==> config.mk <==
export PLATFORM = sky130hd
export DESIGN_NAME = dram_arbiter
export DESIGN_NICKNAME = d
export VERILOG_FILES = /design/src/rtl/dram_arb_pkg.sv /design/src/rtl/dram_arbiter_rr_pick2.sv /design/src/rtl/dram_arbiter.sv
export SDC_FILE = /design/constraint.sdc
export NUM_CORES = 1
export LEC_CHECK = 0
export CAP_MARGIN = 20
export CORE_ASPECT_RATIO = 1.75
export CORE_MARGIN = 8
export CORE_UTILIZATION = 35
export CTS_BUF_LIST = sky130_fd_sc_hd__clkbuf_4 sky130_fd_sc_hd__clkbuf_8 sky130_fd_sc_hd__clkbuf_16
export DETAILED_ROUTE_END_ITERATION = 16
export PLACE_DENSITY = 0.79
export SLEW_MARGIN = 20
export SYNTH_ARGS = -nofsm -noshare
export SYNTH_HDL_FRONTEND = slang
export SYNTH_HIERARCHICAL = 1
export SYNTH_SLANG_ARGS = --single-unit
export TNS_END_PERCENT = 20
==> constraint.sdc <==
create_clock -name clk -period 1.4 [get_ports clk]
set_input_delay 0.28 -clock clk [delete_from_list [all_inputs] [get_ports clk]]
set_output_delay 0.28 -clock clk [all_outputs]
set_load 0.01 [all_outputs]
==> src/rtl/dram_arb_pkg.sv <==
// Shared types and defaults for the data-RAM arbiter.
// Requester ids and the response tag that follows each beat.
package dram_arb_pkg;

    localparam int AW_DEF = 8;
    localparam int PW_DEF = 3;
    localparam int DW_DEF = 8;

    localparam logic ID_CPU = 1'b0;
    localparam logic ID_AUX = 1'b1;

    typedef struct packed {
        logic valid;
        logic id;
        logic we;
    } rsp_tag_t;

endpackage

==> src/rtl/dram_arbiter_rr_pick2.sv <==
// Two-way round-robin picker with owner lock.
// Combinational; grant is one-hot or zero.
module rr_pick2 (
    input  logic [1:0] valid,
    input  logic       last,
    input  logic       owner,
    input  logic       locked,
    output logic [1:0] grant
);

    always_comb begin
        grant = 2'b00;
        if (locked) begin
            grant[owner] = valid[owner];
        end else if (valid == 2'b11) begin
            grant[~last] = 1'b1;
        end else begin
            grant = valid;
        end
    end

endmodule

==> src/rtl/dram_arbiter.sv <==
// Shares one synchronous data-RAM port between CPU and aux master.
// Winner is registered onto the RAM; a tag routes the response back.
module dram_arbiter
    import dram_arb_pkg::*;
#(
    parameter int AW = AW_DEF,
    parameter int PW = PW_DEF,
    parameter int DW = DW_DEF
) (
    input  logic          clk,
    input  logic          rst,

    input  logic          req0_valid,
    output logic          req0_ready,
    input  logic          req0_we,
    input  logic          req0_lock,
    input  logic [PW-1:0] req0_page,
    input  logic [AW-1:0] req0_addr,
    input  logic [DW-1:0] req0_wdata,
    output logic          rsp0_valid,
    output logic [DW-1:0] rsp0_rdata,

    input  logic          req1_valid,
    output logic          req1_ready,
    input  logic          req1_we,
    input  logic          req1_lock,
    input  logic [PW-1:0] req1_page,
    input  logic [AW-1:0] req1_addr,
    input  logic [DW-1:0] req1_wdata,
    output logic          rsp1_valid,
    output logic [DW-1:0] rsp1_rdata,

    output logic             ram_en,
    output logic             ram_we,
    output logic [PW+AW-1:0] ram_addr,
    output logic [DW-1:0]    ram_wdata,
    input  logic [DW-1:0]    ram_rdata
);

    logic       last_q;
    logic       owner_q;
    logic       locked_q;
    logic [1:0] grant;

    rr_pick2 u_pick (
        .valid  ({req1_valid, req0_valid}),
        .last   (last_q),
        .owner  (owner_q),
        .locked (locked_q),
        .grant  (grant)
    );

    assign req0_ready = grant[0] & ~rst;
    assign req1_ready = grant[1] & ~rst;

    logic          acc;
    logic          acc_id;
    logic          sel_we;
    logic          sel_lock;
    logic [PW-1:0] sel_page;
    logic [AW-1:0] sel_addr;
    logic [DW-1:0] sel_wdata;

    assign acc       = (req0_valid & req0_ready) | (req1_valid & req1_ready);
    assign acc_id    = req1_valid & req1_ready;
    assign sel_we    = acc_id ? req1_we    : req0_we;
    assign sel_lock  = acc_id ? req1_lock  : req0_lock;
    assign sel_page  = acc_id ? req1_page  : req0_page;
    assign sel_addr  = acc_id ? req1_addr  : req0_addr;
    assign sel_wdata = acc_id ? req1_wdata : req0_wdata;

    rsp_tag_t tag1;
    rsp_tag_t tag2;

    always_ff @(posedge clk) begin
        if (rst) begin
            last_q     <= ID_AUX;
            owner_q    <= ID_CPU;
            locked_q   <= 1'b0;
            ram_en     <= 1'b0;
            ram_we     <= 1'b0;
            ram_addr   <= '0;
            ram_wdata  <= '0;
            tag1       <= '0;
            tag2       <= '0;
            rsp0_valid <= 1'b0;
            rsp1_valid <= 1'b0;
            rsp0_rdata <= '0;
            rsp1_rdata <= '0;
        end else begin
            ram_en <= acc;
            ram_we <= acc & sel_we;
            if (acc) begin
                ram_addr  <= {sel_page, sel_addr};
                ram_wdata <= sel_wdata;
                last_q    <= acc_id;
                // only the owner can be accepted while locked, so this releases
                locked_q  <= sel_lock;
                owner_q   <= acc_id;
            end
            tag1 <= '{valid: acc, id: acc_id, we: sel_we};
            tag2 <= tag1;
            rsp0_valid <= tag2.valid & (tag2.id == ID_CPU);
            rsp1_valid <= tag2.valid & (tag2.id == ID_AUX);
            if (tag2.valid & ~tag2.we & (tag2.id == ID_CPU)) begin
                rsp0_rdata <= ram_rdata;
            end
            if (tag2.valid & ~tag2.we & (tag2.id == ID_AUX)) begin
                rsp1_rdata <= ram_rdata;
            end
        end
    end

endmodule

==> flow_metrics.tcl, run 1 <==
set metrics [dict create \
    run_status "finished with violations" \
    violations_in_the_final_reports "negative setup slack" \
    drive_above_1_share 0.1478 \
    power-per-cell-area_mw_per_mm2 968.2 \
    synth.top_cells.by_count "dfxtp_1 (47), mux2i_1 (36), nand2_1 (25), nor2_1 (17), o21ai_0 (16)" \
    cts_made_buffers 5 \
    htreeDepth 2 \
    crit_family "flip-flops" \
    grt_usage 0.1390 \
    antenna_cells 0 \
    drcViolationCount 0 \
    layout_min_cycle_time_ps 1524 \
    ys_seq_elements 47 \
    worst_setup_path_start_kind "flip-flop" \
    synth_fp_nets 233 \
    final_hold_viol_count 0 \
    num_io_pins 95 \
    placeableCoreArea_mm2 0.004977 \
    clk_latency_ps 300 \
    dp_hpwl_mm 3.911 \
    gp_congestion 0.7365 \
    ys_async_sr_fraction 0 \
    ys_warn_count 6 \
    timing.max_cap.violations 0 \
    detailedRoute.firstIterationViolations 39 \
    syn_to_final_growth_pct 73.31 \
    critical_path.n_buffers_inverters 1 \
    timing_worst_setup_path_type "flip-flop to output pin" \
    startpoint_of_the_most_critical_setup_path "locked_q" \
    leakage_power_nw 1.535 \
    finalMaxSlewViolations 0 \
    tritoncts_clock_tree "built" \
    vias_per_cell 4.771 \
    max_freq_mhz 656.2 \
    synth_top_cell_area_share 0.5240 \
    rsz0062_at_grt "yes" \
    final_net_count 344 \
    antenna_found_initial 0 \
    arrival_ps 1240 \
    reg2reg_setup_slack_ps -80 \
    timing.critical_path.fanout_max 5 \
    total_number_of_cells_along_the_worst_setup_path 4 \
    clock_sink_count 47 \
    wl_mm 5.280 \
    holdCritStartpoint "tag1[1]" \
    placement.io_buffers 94 \
    share_of_synthesized_area_occupied_by_flip_flops_and_latches 0.5240 \
    cp-end-kind "output pin" \
    row_count 34 \
    rr_endpoint "last_q" \
    crit_path_top_delay_cell "dfxtp_4" \
    grt_first_pass_wirelength_mm 8.873 \
    total_power_draw_mw 3.013 \
    crit_end "req0_ready" \
    via_count 1646 \
    layout_worst_path_cycle_share 1.089 \
    postLayoutCellArea_mm2 0.003112 \
    timing.final.ws_setup_ps -124.0 \
    tightestPinTransition_ps 243.0 \
    hold_class "flip-flop to flip-flop" \
    prevailing_post_synth_register_cell "dfxtp_1" \
    clock-skew-final_ps 12.91 \
    synth_edf_count 0 \
    grt.overflow.total 0 \
    ant_nets 0 \
    wl_per_cell_um 15.30 \
    timing.hold.ws_ps 462.0 \
    firstDrtPassIters 4 \
    clock_edge_transition_at_the_registers_on_the_reported_setup_and_hold_paths_ps 90 \
    ctsLongestPathBuffers 2 \
    dieArea_mm2 0.007768 \
    synth_top_area_cells "dfxtp_1 (52%), mux2i_1 (20%), nand2_1 (5.2%), o21ai_0 (4.5%), nor2_1 (3.6%)" \
    initial_core_util 0.3607 \
    dpl_cell_area_mm2 0.002885 \
    via_count_of_the_first_global_routing_pass 1905 \
    cts_root_buf "clkbuf_8" \
    syn_area_cell_um2 10.03 \
    netlist-cell-type-count 24 \
    worstReg2RegStart "last_q" \
    mappedNetlistArea_mm2 0.001795 \
    grt_max_degree 23 \
    cts_hold_buf 0 \
    die_y_um 110.8 \
    synth_top_area_cell "dfxtp_1" \
    cpPeakStageDelay_ps 380 \
    slew-limit-headroom 0.8380 \
    die_w_um 70.14 \
    reg2reg_depth 8 \
    post-synth-top-count-cell "dfxtp_1" \
    setup_violations 10 \
    synth_cells 179 \
    vdd_ir_drop_max_mv 0.8676 \
    worstPathCellList "nor2_2 > a221oi_2 > nor2b_1 > buf_2" \
    critical_path_required_ps 1120 \
]
## routing by layer
layer  vias up  share of wire  global-route usage
met5         -              0                   0
met4         0          0.021             0.05526
met3         8          0.099             0.06989
met2        71           0.52              0.2529
met1       745           0.36              0.1247
li1        822              -                   -
## sequential cells by signal, indices dropped and copies added, names as in the netlist, 2 cells and up
name	flops
tag1	2
tag2	3
ram_addr	11
rsp0_rdata	8
ram_wdata	8
rsp1_rdata	8
## power by group
| group | internal, mW | switching (mW) |
|---|---|---|
| clock network | 0.578 | 0.437 |
| registers | 1.41 | 0.0380 |
| logic | 0.341 | 0.213 |
## layout by cell type (no fill, tap or decap), types with 2 or more instances in the layout
| cell type | netlist | final |
|---|---|---|
| buf_2 | 1 | 2 |
| nor2_1 | 17 | 16 |
| clkdlybuf4s50_1 | 0 | 51 |
| buf_6 | 4 | 5 |
| dlygate4sd2_1 | 0 | 41 |
| dfxtp_1 | 47 | 44 |
| buf_12 | 0 | 3 |
| o21ai_1 | 4 | 13 |
| nand2_1 | 25 | 24 |
| clkbuf_16 | 0 | 2 |
| inv_1 | 2 | 2 |
| buf_4 | 3 | 10 |
| o21ai_0 | 16 | 7 |
| dfxtp_4 | 0 | 2 |
| buf_16 | 0 | 2 |
| mux2i_1 | 36 | 36 |
| clkbuf_8 | 0 | 6 |
| nor2b_1 | 5 | 5 |
| a21oi_1 | 2 | 2 |
## cells by family after synthesis
logic type             count (synthesis)  synth area share
muxes                                 36            0.2007
DFF                                   47            0.5240
buffers and inverters                 14           0.05296
AOI/OAI and AO/OA                     27           0.08642
and+or+nand+nor                       55            0.1359
## repair_timing
| item | in CTS | in global routing |
|---|---|---|
| gates resized for setup | 58 | 20 |
| cloned | 3 | 1 |
| pin swaps | 1 | 6 |
| endpoints found under the setup margin | 64 | 25 |
| buffers inserted | 0 | 2 |
## how the worst min path moves through the flow
stage | end | slack, ps | cells after the start
after global routing | tag2[1] | 480 | 1
after detailed placement | tag2[1] | 430 | 1
after global placement | tag2[0] | 420 | 1
after floorplan | locked_q | 390 | 2
after CTS | tag2[1] | 460 | 1
final | tag2[1] | 460 | 1
## metrics by stage
stage | cells | worst slack (ps) | utilization | TNS [ps]
floorplan | 179 | 17.00 | - | 0
global placement | 331 | -589.2 | 0.5797 | -11400
detailed placement | 331 | -599.0 | 0.5797 | -11700
CTS | 342 | -151.7 | 0.6131 | -2157
global route | 345 | -216.6 | 0.6252 | -2236
finish | 345 | -124.0 | 0.6252 | -375.4
## area by class of cell
type,instances,area (um2)
Clock buffer,6,82.58
Clock inverter,2,35.03
Fill cell,421,1866
Inverter,2,7.507
Multi-Input combinational cell,118,793.3
Sequential cell,47,949.7
Tap cell,54,67.56
Timing Repair Buffer,116,1176
(Power assumes the default switching activity.)
==> inputs of run 2 (changes only) <==
--- a/config.mk
+++ b/config.mk
@@ -8,10 +8,10 @@
 export CAP_MARGIN = 20
 export CORE_ASPECT_RATIO = 1.75
 export CORE_MARGIN = 8
-export CORE_UTILIZATION = 35
-export CTS_BUF_LIST = sky130_fd_sc_hd__clkbuf_4 sky130_fd_sc_hd__clkbuf_8 sky130_fd_sc_hd__clkbuf_16
+export CORE_UTILIZATION = 36
+export CTS_BUF_LIST = sky130_fd_sc_hd__clkbuf_8
 export DETAILED_ROUTE_END_ITERATION = 16
-export PLACE_DENSITY = 0.79
+export PLACE_DENSITY = 0.8
 export SLEW_MARGIN = 20
 export SYNTH_ARGS = -nofsm -noshare
 export SYNTH_HDL_FRONTEND = slang
==> run 2 against run 1 <==
  * The run still ends with negative setup slack left
  * Critical path depth is the same
  * Sequential power is essentially flat
  * Non-clock buffer count shrank 5
  * Combinational power grew 1%
  * Count of clock-buffer cells in the layout shrank 1
  * Clock power shrank 25%
  * Clock skew shrank 7.0 ps
  * Final cell count shrank 1.4%
  * Critical path type unchanged
  * Highest routed layer unchanged
==> flow_metrics.tcl, run 2 (synthesis results as in run 1) <==
set metrics [dict create \
    tritoncts_clock_tree "built" \
    cts_root_buf "clkbuf_8" \
    violations_in_the_final_reports "negative setup slack" \
    rsz0062_at_grt "yes" \
    timing.critical_path.fanout_max 5 \
    placeableCoreArea_mm2 0.004892 \
    holdCritStartpoint "tag1[0]" \
    dieArea_mm2 0.007592 \
    final_net_count 339 \
    vdd_ir_drop_max_mv 0.9289 \
    antenna_cells 0 \
    via_count 1671 \
    worst_setup_path_start_kind "flip-flop" \
    vias_per_cell 4.915 \
    timing_worst_setup_path_type "flip-flop to output pin" \
    max_freq_mhz 648.9 \
    drive_above_1_share 0.1853 \
    clock_sink_count 47 \
    tightestPinTransition_ps 252.0 \
    setup_tns_ps -1496 \
    placement.io_buffers 94 \
    cts_made_buffers 5 \
    layout_worst_path_cycle_share 1.101 \
    min_delay_worst_endpoint "tag2[0]" \
    total_power_draw_mw 2.771 \
    run_status "finished with violations" \
    initial_core_util 0.3670 \
    gp_congestion 0.7262 \
    power-per-cell-area_mw_per_mm2 905.6 \
    syn_to_final_growth_pct 70.45 \
    leakage_power_nw 1.499 \
    grt_first_pass_wirelength_mm 8.452 \
    antenna_found_initial 0 \
    rr_endpoint "ram_addr[6]" \
    cp-end-kind "output pin" \
    clk_latency_ps 290 \
    final_common_cell "clkdlybuf4s50_1" \
    num_io_pins 95 \
    reg2reg_depth 7 \
    via_count_of_the_first_global_routing_pass 1777 \
    timing.hold.ws_ps 441.1 \
    detailedRoute.firstIterationViolations 32 \
    flip_flop_count_of_the_largest_register_all_copies_and_words_added 11 \
    grt_usage 0.1357 \
    final_core_utilization 0.6256 \
    clock_edge_transition_at_the_registers_on_the_reported_setup_and_hold_paths_ps 80 \
    slew-limit-headroom 0.8320 \
    most_frequent_cells_in_the_layout "clkdlybuf4s50_1 (51), dfxtp_1 (44), dlygate4sd2_1 (41), mux2i_1 (34), o21ai_1 (17)" \
    wl_mm 5.533 \
    timing.final.ws_setup_ps -141.0 \
    hold_class "flip-flop to flip-flop" \
    timing.max_cap.violations 0 \
    dp_hpwl_mm 3.916 \
    firstDrtPassIters 4 \
    setup_violations 24 \
    row_count 34 \
    worstReg2RegStart "locked_q" \
    finalMaxSlewViolations 0 \
    layout_min_cycle_time_ps 1541 \
    ant_nets 0 \
    reg2reg_setup_slack_ps -80 \
    critical_path_required_ps 1120 \
    arrival_ps 1260 \
    cell_count_after_placement 328 \
    cts_hold_buf 0 \
    ctsLongestPathBuffers 2 \
    wl_per_cell_um 16.27 \
    htreeDepth 2 \
    clock-skew-final_ps 5.892 \
    final_hold_viol_count 0 \
    drcViolationCount 0 \
    holdPathStages 1 \
    die_w_um 69.39 \
    grt_max_degree 25 \
    fin_cells 340 \
    regMostFlops "ram_addr" \
    grt.overflow.total 0 \
    die_y_um 109.4 \
]
## run 2: cell type report
cell class	count	area (um2)
flip-flops and latches	47	949.7
inverters	2	7.507
clock buffers	5	68.82
fillers	407	1832
well taps	54	67.56
multi-input cells	118	843.3
repair buffers	111	1111
clock inverters	3	12.51
## run 2: metrics by stage
step	setup slack [ps]	area, um2
floorplan	17.00	1802
global placement	-612.5	2863
detailed placement	-670.2	2863
CTS	-151.9	2954
global route	-235.4	3060
finish	-141.0	3060
## run 2: timing repair
item	in CTS	in global routing
buffers inserted	2	0
resized for setup	74	22
setup endpoints to repair	64	25
pin swaps	5	5
cloned	1	2
## run 2: per-layer routing
layer  global-route usage  wire [um]
met1               0.1187       1866
met2               0.2535       2980
met3              0.07317        599
met4              0.05302         86
met5                    0          0
## run 2: report_power, final
group          internal [mW]  switching [mW]  total, mW  leakage [nW]
registers               1.41          0.0389       1.44         0.385
clock network          0.337           0.430      0.767        0.0505
logic                  0.333           0.227      0.560          1.06
## run 2: worst max-delay path by stage
| stage | start | end | cells past startpoint |
|---|---|---|---|
| after global routing | locked_q | req0_ready | 4 |
| final | locked_q | req0_ready | 4 |
| after global placement | req1_valid | req0_ready | 4 |
| after detailed placement | req1_valid | req0_ready | 4 |
| after floorplan | locked_q | ram_we | 5 |
| after CTS | locked_q | req0_ready | 4 |
## run 2: worst max-delay path, cell delays in order (launching register included)
cell      delay (ps)
dfxtp_4          380
nor2_2            50
a221oi_2         250
nor2b_1          160
buf_2            140
==> inputs of run 3 (changes only) <==
--- a/config.mk
+++ b/config.mk
@@ -12,6 +12,7 @@
 export CTS_BUF_LIST = sky130_fd_sc_hd__clkbuf_8
 export DETAILED_ROUTE_END_ITERATION = 16
 export PLACE_DENSITY = 0.8
+export SETUP_SLACK_MARGIN = 0.15
 export SLEW_MARGIN = 20
 export SYNTH_ARGS = -nofsm -noshare
 export SYNTH_HDL_FRONTEND = slang
==> run 3 against run 2 <==
  * The run still ends with negative setup slack left
  * Count of clock-buffer cells in the layout is 1 higher
  * Flip-flop and latch count stayed put
  * Hold slack gained 13 ps
  * Core utilization up 0.26 points
  * Fmax is 1.5% higher
==> flow_metrics.tcl, run 3 (synthesis results as in run 1) <==
set metrics [dict create \
    max_freq_mhz 658.8 \
    placeableCoreArea_mm2 0.004892 \
    htreeDepth 2 \
    die_y_um 109.4 \
    setup_tns_ps -496.1 \
    syn_to_final_growth_pct 71.15 \
    wl_per_cell_um 16.56 \
    finalMaxSlewViolations 0 \
    dieArea_mm2 0.007592 \
    postLayoutCellArea_mm2 0.003073 \
    vias_per_cell 4.773 \
    layout_worst_path_cycle_share 1.084 \
    antenna_found_initial 0 \
    die_w_um 69.39 \
    vdd_ir_drop_max_mv 0.7547 \
    via_count_of_the_first_global_routing_pass 1805 \
    violations_in_the_final_reports "negative setup slack" \
    final_common_cell "clkdlybuf4s50_1" \
    holdPathStages 1 \
    total_power_draw_mw 2.823 \
    layout_min_cycle_time_ps 1518 \
    clock_sink_count 47 \
    hold_class "flip-flop to flip-flop" \
    worst_setup_path_start_kind "flip-flop" \
    dpl_cell_area_mm2 0.002885 \
    clock_edge_transition_at_the_registers_on_the_reported_setup_and_hold_paths_ps 80 \
    timing_worst_setup_path_type "flip-flop to output pin" \
    drt-met1-wl_mm 1.903 \
    regMostFlops "ram_addr" \
    slew-limit-headroom 0.8312 \
    power-per-cell-area_mw_per_mm2 918.8 \
    row_count 34 \
    arrival_ps 1240 \
    grt.overflow.total 0 \
    setup_violations 25 \
    rsz0062_at_grt "yes" \
    grt_usage 0.1453 \
    antenna_cells 0 \
    timing.final.ws_setup_ps -117.8 \
    cts_root_buf "clkbuf_8" \
    met2WireLength_mm 3.276 \
    tritoncts_clock_tree "built" \
    clock-skew-final_ps 4.999 \
    critical_path_required_ps 1120 \
    detailedRoute.firstIterationViolations 50 \
    drcViolationCount 0 \
    gp_congestion 0.7105 \
    grt_first_pass_wirelength_mm 9.018 \
    wl_mm 5.680 \
    run_status "finished with violations" \
    placement.io_buffers 94 \
    timing.max_cap.violations 0 \
    grt_max_degree 25 \
    uppermost_routed_layer "met4" \
    flip_flop_count_of_the_largest_register_all_copies_and_words_added 11 \
    num_io_pins 95 \
    ctsLongestPathBuffers 2 \
    fillers 434 \
    final_net_count 343 \
    leakage_power_nw 1.517 \
    final_hold_viol_count 0 \
    detailroute.wirelength.met3_um 440 \
    via_count 1637 \
    cts_made_buffers 5 \
    ant_nets 0 \
    most_frequent_cells_in_the_layout "clkdlybuf4s50_1 (51), dfxtp_1 (44), dlygate4sd2_1 (37), mux2i_1 (36), nand2_1 (23)" \
    firstDrtPassIters 4 \
    cp-end-kind "output pin" \
    drive_above_1_share 0.1488 \
    clk_latency_ps 290 \
    dp_hpwl_mm 4.002 \
    initial_core_util 0.3670 \
    reg2reg_depth 6 \
    timing.critical_path.fanout_max 5 \
    tightestPinTransition_ps 253.2 \
]
[run 3: cell count changes in the layout (fill, tap and decap cells not counted), sizes merged]
cell           delta
buf               +5
clkdlybuf4s15     +4
dlygate4sd2       -4
inv               -2
[run 3: through the flow]
stage	std cells	hold WS [ps]	util	setup WS, ps
after floorplan	179	388.5	-	97.16
after global placement	330	419.1	0.5898	-586.1
after detailed placement	330	431.0	0.5898	-597.5
after CTS	341	450.8	0.6199	-115.6
after global routing	343	461.0	0.6281	-200.9
final	343	453.9	0.6281	-117.8
[run 3: path summary, 6_finish.rpt]
check	end	from	slack, ps
hold / removal	tag2[1]	tag1[1]	450
setup / recovery	req0_ready	locked_q	-120
hold reg to reg	tag2[1]	tag1[1]	450
setup reg to reg	owner_q	owner_q	-60
[run 3: area by class of cell]
class	count	area [um2]	share of cell area
repair buffers	115	1144	0.3722
clock inverters	1	5.005	0.001629
clock buffers	6	82.58	0.02687
flip-flops and latches	47	947.2	0.3082
well taps	54	67.56	0.02199
inverters	2	7.507	0.002443
multi-input cells	118	819.5	0.2667
[run 3: worst max-delay path: stages, from the launching register on]
cell and delay, ps:
dfxtp_4 380, nor2_2 40, a221oi_2 240, nor2b_1 150, buf_2 130
[run 3: power breakdown]
| part | switching, mW | internal, mW |
|---|---|---|
| clock network | 0.423 | 0.388 |
| registers | 0.0380 | 1.41 |
| logic | 0.225 | 0.344 |
| total | 0.685 | 2.14 |
[run 3: timing repair]
item / 4_1_cts / 5_1_grt
pin swaps: 5 / 7
gates cloned: 4 / 1
setup buffers: 0 / 1
resized for setup: 67 / 11
hold buffers: 0 / 0
endpoints found under the hold margin: 0 / 0
setup endpoints to repair: 68 / 32
[run 3: routing by layer]
layer / up-vias / global-route usage
met5: - / 0
met4: 0 / 0.04418
met3: 6 / 0.05962
met2: 62 / 0.2978
met1: 746 / 0.1214
li1: 823 / -
==> variant 1: new RTL, settings of run 1 <==
The package constant `DW_DEF` goes from 8 to 12.
--- a/src/rtl/dram_arb_pkg.sv
+++ b/src/rtl/dram_arb_pkg.sv
@@ -4,7 +4,7 @@
 
     localparam int AW_DEF = 8;
     localparam int PW_DEF = 3;
-    localparam int DW_DEF = 8;
+    localparam int DW_DEF = 12;
 
     localparam logic ID_CPU = 1'b0;
     localparam logic ID_AUX = 1'b1;
Interface: changed (6 resized); port bits go from 95 to 119. The function was not compared with the original's and may differ.
==> variant 1 against run 1 <==
  * The flow still finishes with violations (setup timing)
  * Final area increased by 24%
  * Power up 26%
  * Sequential cell count up 12
  * Worst setup slack worse by 0.022 ns
  * Via count grew 27%
  * Hold slack worse by 0.023 ns
  * Area after synthesis is 25% higher
  * Wire length rose by 29%
==> variant 1: results (changes against run 1) <==
route:
  viasPerCell: 4.746  # was 4.771
  routed-wl-met2_um: 3742  # was 2754 um
  routed-wl-met3_um: 477  # was 524 um
  wl_met1_um: 2399  # was 1889 um
global_routing:
  grt_pass1_wl_um: 10840  # was 8873 um
  track_usage: 0.1429  # was 0.1390
  grt_max_degree: 28  # was 23
clocking:
  worstSkewPairLatency_ns: 0.33  # was 0.30 ns
  path_clk_slew_ns: 0.06  # was 0.09 ns
  htreeDepth: 3  # was 2
  cts_buffers: 9  # was 5
  cts_setup_buffers: 1  # was 0
critical_path:
  worstPathMaxFanout: 3  # was 5
sta:
  fin_skew_ns: 0.003500  # was 0.01291 ns
  final-setup-viol-count: 22  # was 10
  setup_ws_ns: -0.1456  # was -0.1240 ns
synthesis:
  synthCells: 220  # was 179
  synthTopCellsByArea: "dfxtp_1 53%, mux2i_1 21%, o21ai_0 5.3%"  # was dfxtp_1 52%, mux2i_1 20%, nand2_1 5.2%
  synth.distinct_cells: 25  # was 24
  seq_area_frac_synth: 0.5250  # was 0.5240
  syn-num-nets: 286  # was 233
cells_and_area:
  area_delta_synth_final_pct: 71.80  # was 73.31%
  layout-drive-gt1-share: 0.1579  # was 0.1478
  final-instance-count-excl-fill: 441  # was 345
power_and_ir_drop:
  ir_drop_v: 0.0005592  # was 0.0008676 V
place:
  hpwl_um: 5092  # was 3911 um
  placed_area_mm2: 0.003642  # was 0.002885 mm^2
outcome:
  status: "finished, violations left"  # unchanged
  violations: "setup timing"  # unchanged
## variant 1: cell types whose count changed in the layout (fill, tap and decap cells not counted), moves of 7 or more
cell,before,now
dfxtp_1,44,56
mux2i_1,36,46
nor2_1,16,24
o21ai_0,7,0
o21ai_1,13,23
clkdlybuf4s50_1,51,63
dlygate4sd2_1,41,53
## variant 1: power by group through the flow
stage	Clock, mW	Combinational, mW	Sequential [mW]
detailed placement	0	0.666	1.84
finish	1.32	0.671	1.81
CTS	1.36	0.636	1.81
global route	1.45	0.724	1.82
floorplan	0	0.206	1.87
global placement	0	0.655	1.84
## variant 1: area by class of cell
cell class / count / share of cell area
timing repair buffer: 139 / 0.3561
multi-input combinational: 146 / 0.2655
clock inverter: 3 / 0.003885
clock buffer: 12 / 0.03949
tap: 80 / 0.02590
sequential: 59 / 0.3072
inverter: 2 / 0.001942
## variant 1: critical path: stages, from the launching register on
cell,delay (ns)
dfxtp_2,0.36
nand2b_1,0.12
o211a_1,0.19
nor2b_1,0.13
buf_2,0.14
## variant 1: metrics by stage
| stage | power [mW] | TNS, ns |
|---|---|---|
| after floorplan | 2.080 | 0 |
| after global routing | 3.988 | -3.216 |
| after global placement | 2.495 | -11.49 |
| after CTS | 3.807 | -1.127 |
| final | 3.796 | -1.099 |
| after detailed placement | 2.510 | -12.57 |
## variant 1: path summary, 6_finish.rpt
path,end,slack [ns],depth (start not counted)
min reg2reg,tag2[1],0.44,1
max,req1_ready,-0.15,4
max reg2reg,last_q,-0.06,7
min,tag2[1],0.44,1
## variant 1: cell families after synthesis
group	Yosys count	synth area share
AO/OA/AOI/OAI	31	0.07787
flip-flops	59	0.5250
buffers and inverters	15	0.04727
multiplexers	48	0.2136
AND/OR/NAND/NOR	67	0.1363
==> variant 2: new RTL, flow settings as in run 1 <==
Without the edit above. Reset style: asynchronous (`rst`), changed in one clocked block.
--- a/src/rtl/dram_arbiter.sv
+++ b/src/rtl/dram_arbiter.sv
@@ -72,7 +72,7 @@
     rsp_tag_t tag1;
     rsp_tag_t tag2;
 
-    always_ff @(posedge clk) begin
+    always_ff @(posedge clk or posedge rst) begin
         if (rst) begin
             last_q     <= ID_AUX;
             owner_q    <= ID_CPU;
Check against the original RTL: differs if rst is asserted again (counterexample within 4 cycles, from zero or initial values and one cycle with rst high); with rst held inactive, the same outputs for 10 cycles.
==> variant 2 against run 1 <==
  * The flow still finishes with violations (setup timing)
  * Final cell count is 7.0% lower
  * Sequential cell count is the same
  * Final area grew 7.9%
  * Worst setup slack got worse by 0.31 ns
  * First-iteration DRC count is 7.7% lower
  * Wire length grew 2.7%
  * Via count decreased by 9.4%
  * Hold slack got worse by 0.10 ns
  * Area after synthesis up 12%
  * Critical endpoint is now ram_wdata[5]
Power is not compared: it rests on default switching activity, and its combinational part moved more than twofold at a synthesized area within 25%.
==> variant 2: results (changes against run 1) <==
outcome:
  status: "finished, violations left"  # unchanged
  violations: "setup timing"  # unchanged
place:
  placed_area_mm2: 0.003181  # was 0.002885 mm^2
  place.gp.congestion: 0.8507  # was 0.7365
  hpwl_um: 4416  # was 3911 um
worst_hold_path:
  hold_depth: 0  # was 1
  worstHoldEndpoint: "tag2[1]"  # unchanged
  min_from: "tag1[1]"  # unchanged
synthesis:
  synth_common_cells: "54 x mux2_2, 46 x dfrtp_1, 3 x nand2_1, 3 x nor2b_1"  # was 47 x dfxtp_1, 36 x mux2i_1, 25 x nand2_1
  seq_area_frac_synth: 0.5878  # was 0.5240
  synthTopCellsByArea: "dfrtp_1 57%, mux2_2 30%, dfstp_2 1.3%"  # was dfxtp_1 52%, mux2i_1 20%, nand2_1 5.2%
  synth_ff_type: "dfrtp_1"  # was dfxtp_1
  syn-num-nets: 184  # was 233
  synth_warnings: 6  # unchanged
  synth.distinct_cells: 22  # was 24
cells_and_area:
  layout-drive-gt1-share: 0.3796  # was 0.1478
  fillerInstances: 471  # was 421
  top_register: "ram_addr"  # unchanged
  multi_input_area_um2: 860.8  # was 793.3 um^2
  antenna_cells: 0  # unchanged
global_routing:
  grt_pass1_vias: 1630  # was 1905
  track_usage: 0.1249  # was 0.1390
  grt_pass1_wl_um: 8038  # was 8873 um
critical_path:
  worstPathMaxFanout: 10  # was 5
  timing.rr.start: "last_q"  # unchanged
  reg2reg_slack_ns: -0.43  # was -0.08 ns
  cp_slowest_cell: "dfstp_2"  # was dfxtp_4
  reg2regPathDepth: 6  # was 8
  r2r_end: "ram_wdata[5]"  # was last_q
  cpPeakStageDelay_ns: 0.54  # was 0.38 ns
  crit_family: "multiplexers"  # was flip-flops
route:
  wl_per_cell_um: 16.89  # was 15.30 um
  vias: 1492  # was 1646
  drt_iter0_markers: 36  # was 39
sta:
  final-setup-viol-count: 28  # was 10
  slew_headroom: 0.8466  # was 0.8380
  setup_ws_ns: -0.4327  # was -0.1240 ns
clocking:
  htreeDepth: 2  # unchanged
==> variant 2: repair_timing <==
action / CTS / global route
hold buffers: 0 / 0
gates resized for setup: 59 / 10
setup endpoints to repair: 66 / 28
buffers inserted: 1 / 1
pin swaps: 4 / 2
==> variant 2: final cells by class <==
| cell class | count | share of cell area |
|---|---|---|
| clock buffer | 6 | 0.02273 |
| timing repair buffer | 112 | 0.3219 |
| clock inverter | 2 | 0.01788 |
| inverter | 2 | 0.002235 |
| multi-input combinational | 76 | 0.2563 |
| sequential | 47 | 0.3506 |
| tap | 76 | 0.02832 |
==> variant 2: through the flow <==
step | power (mW) | cells | hold WS, ns | setup WS (ns)
floorplan | 3.309 | 130 | 0.3312 | -0.3336
global placement | 4.752 | 311 | 0.3341 | -0.7757
detailed placement | 4.813 | 311 | 0.3426 | -0.8030
CTS | 5.673 | 320 | 0.3618 | -0.4607
global route | 5.978 | 321 | 0.3726 | -0.4931
finish | 5.643 | 321 | 0.3590 | -0.4327
==> variant 2: cells by family after synthesis <==
family,after synthesis,share of synthesized area
mux,57,0.3223
compound gates,5,0.02124
buf+inv,7,0.02498
simple gates,14,0.04373
flops,47,0.5878
==> variant 2: how the worst max path moves through the flow <==
stage | start | end | cells past startpoint
global placement | req0_valid | ram_addr[9] | 7
floorplan | last_q | locked_q | 6
finish | last_q | ram_wdata[5] | 6
CTS | last_q | ram_wdata[5] | 6
detailed placement | req0_valid | ram_addr[9] | 7
global route | last_q | ram_wdata[2] | 6
==> variant 2: per-layer routing <==
metal	up-vias	track usage	wire length [um]
met5	-	0	0
met4	0	0.04704	104
met3	8	0.03033	343
met2	63	0.2531	3172
met1	735	0.1105	1802
li1	686	-	-
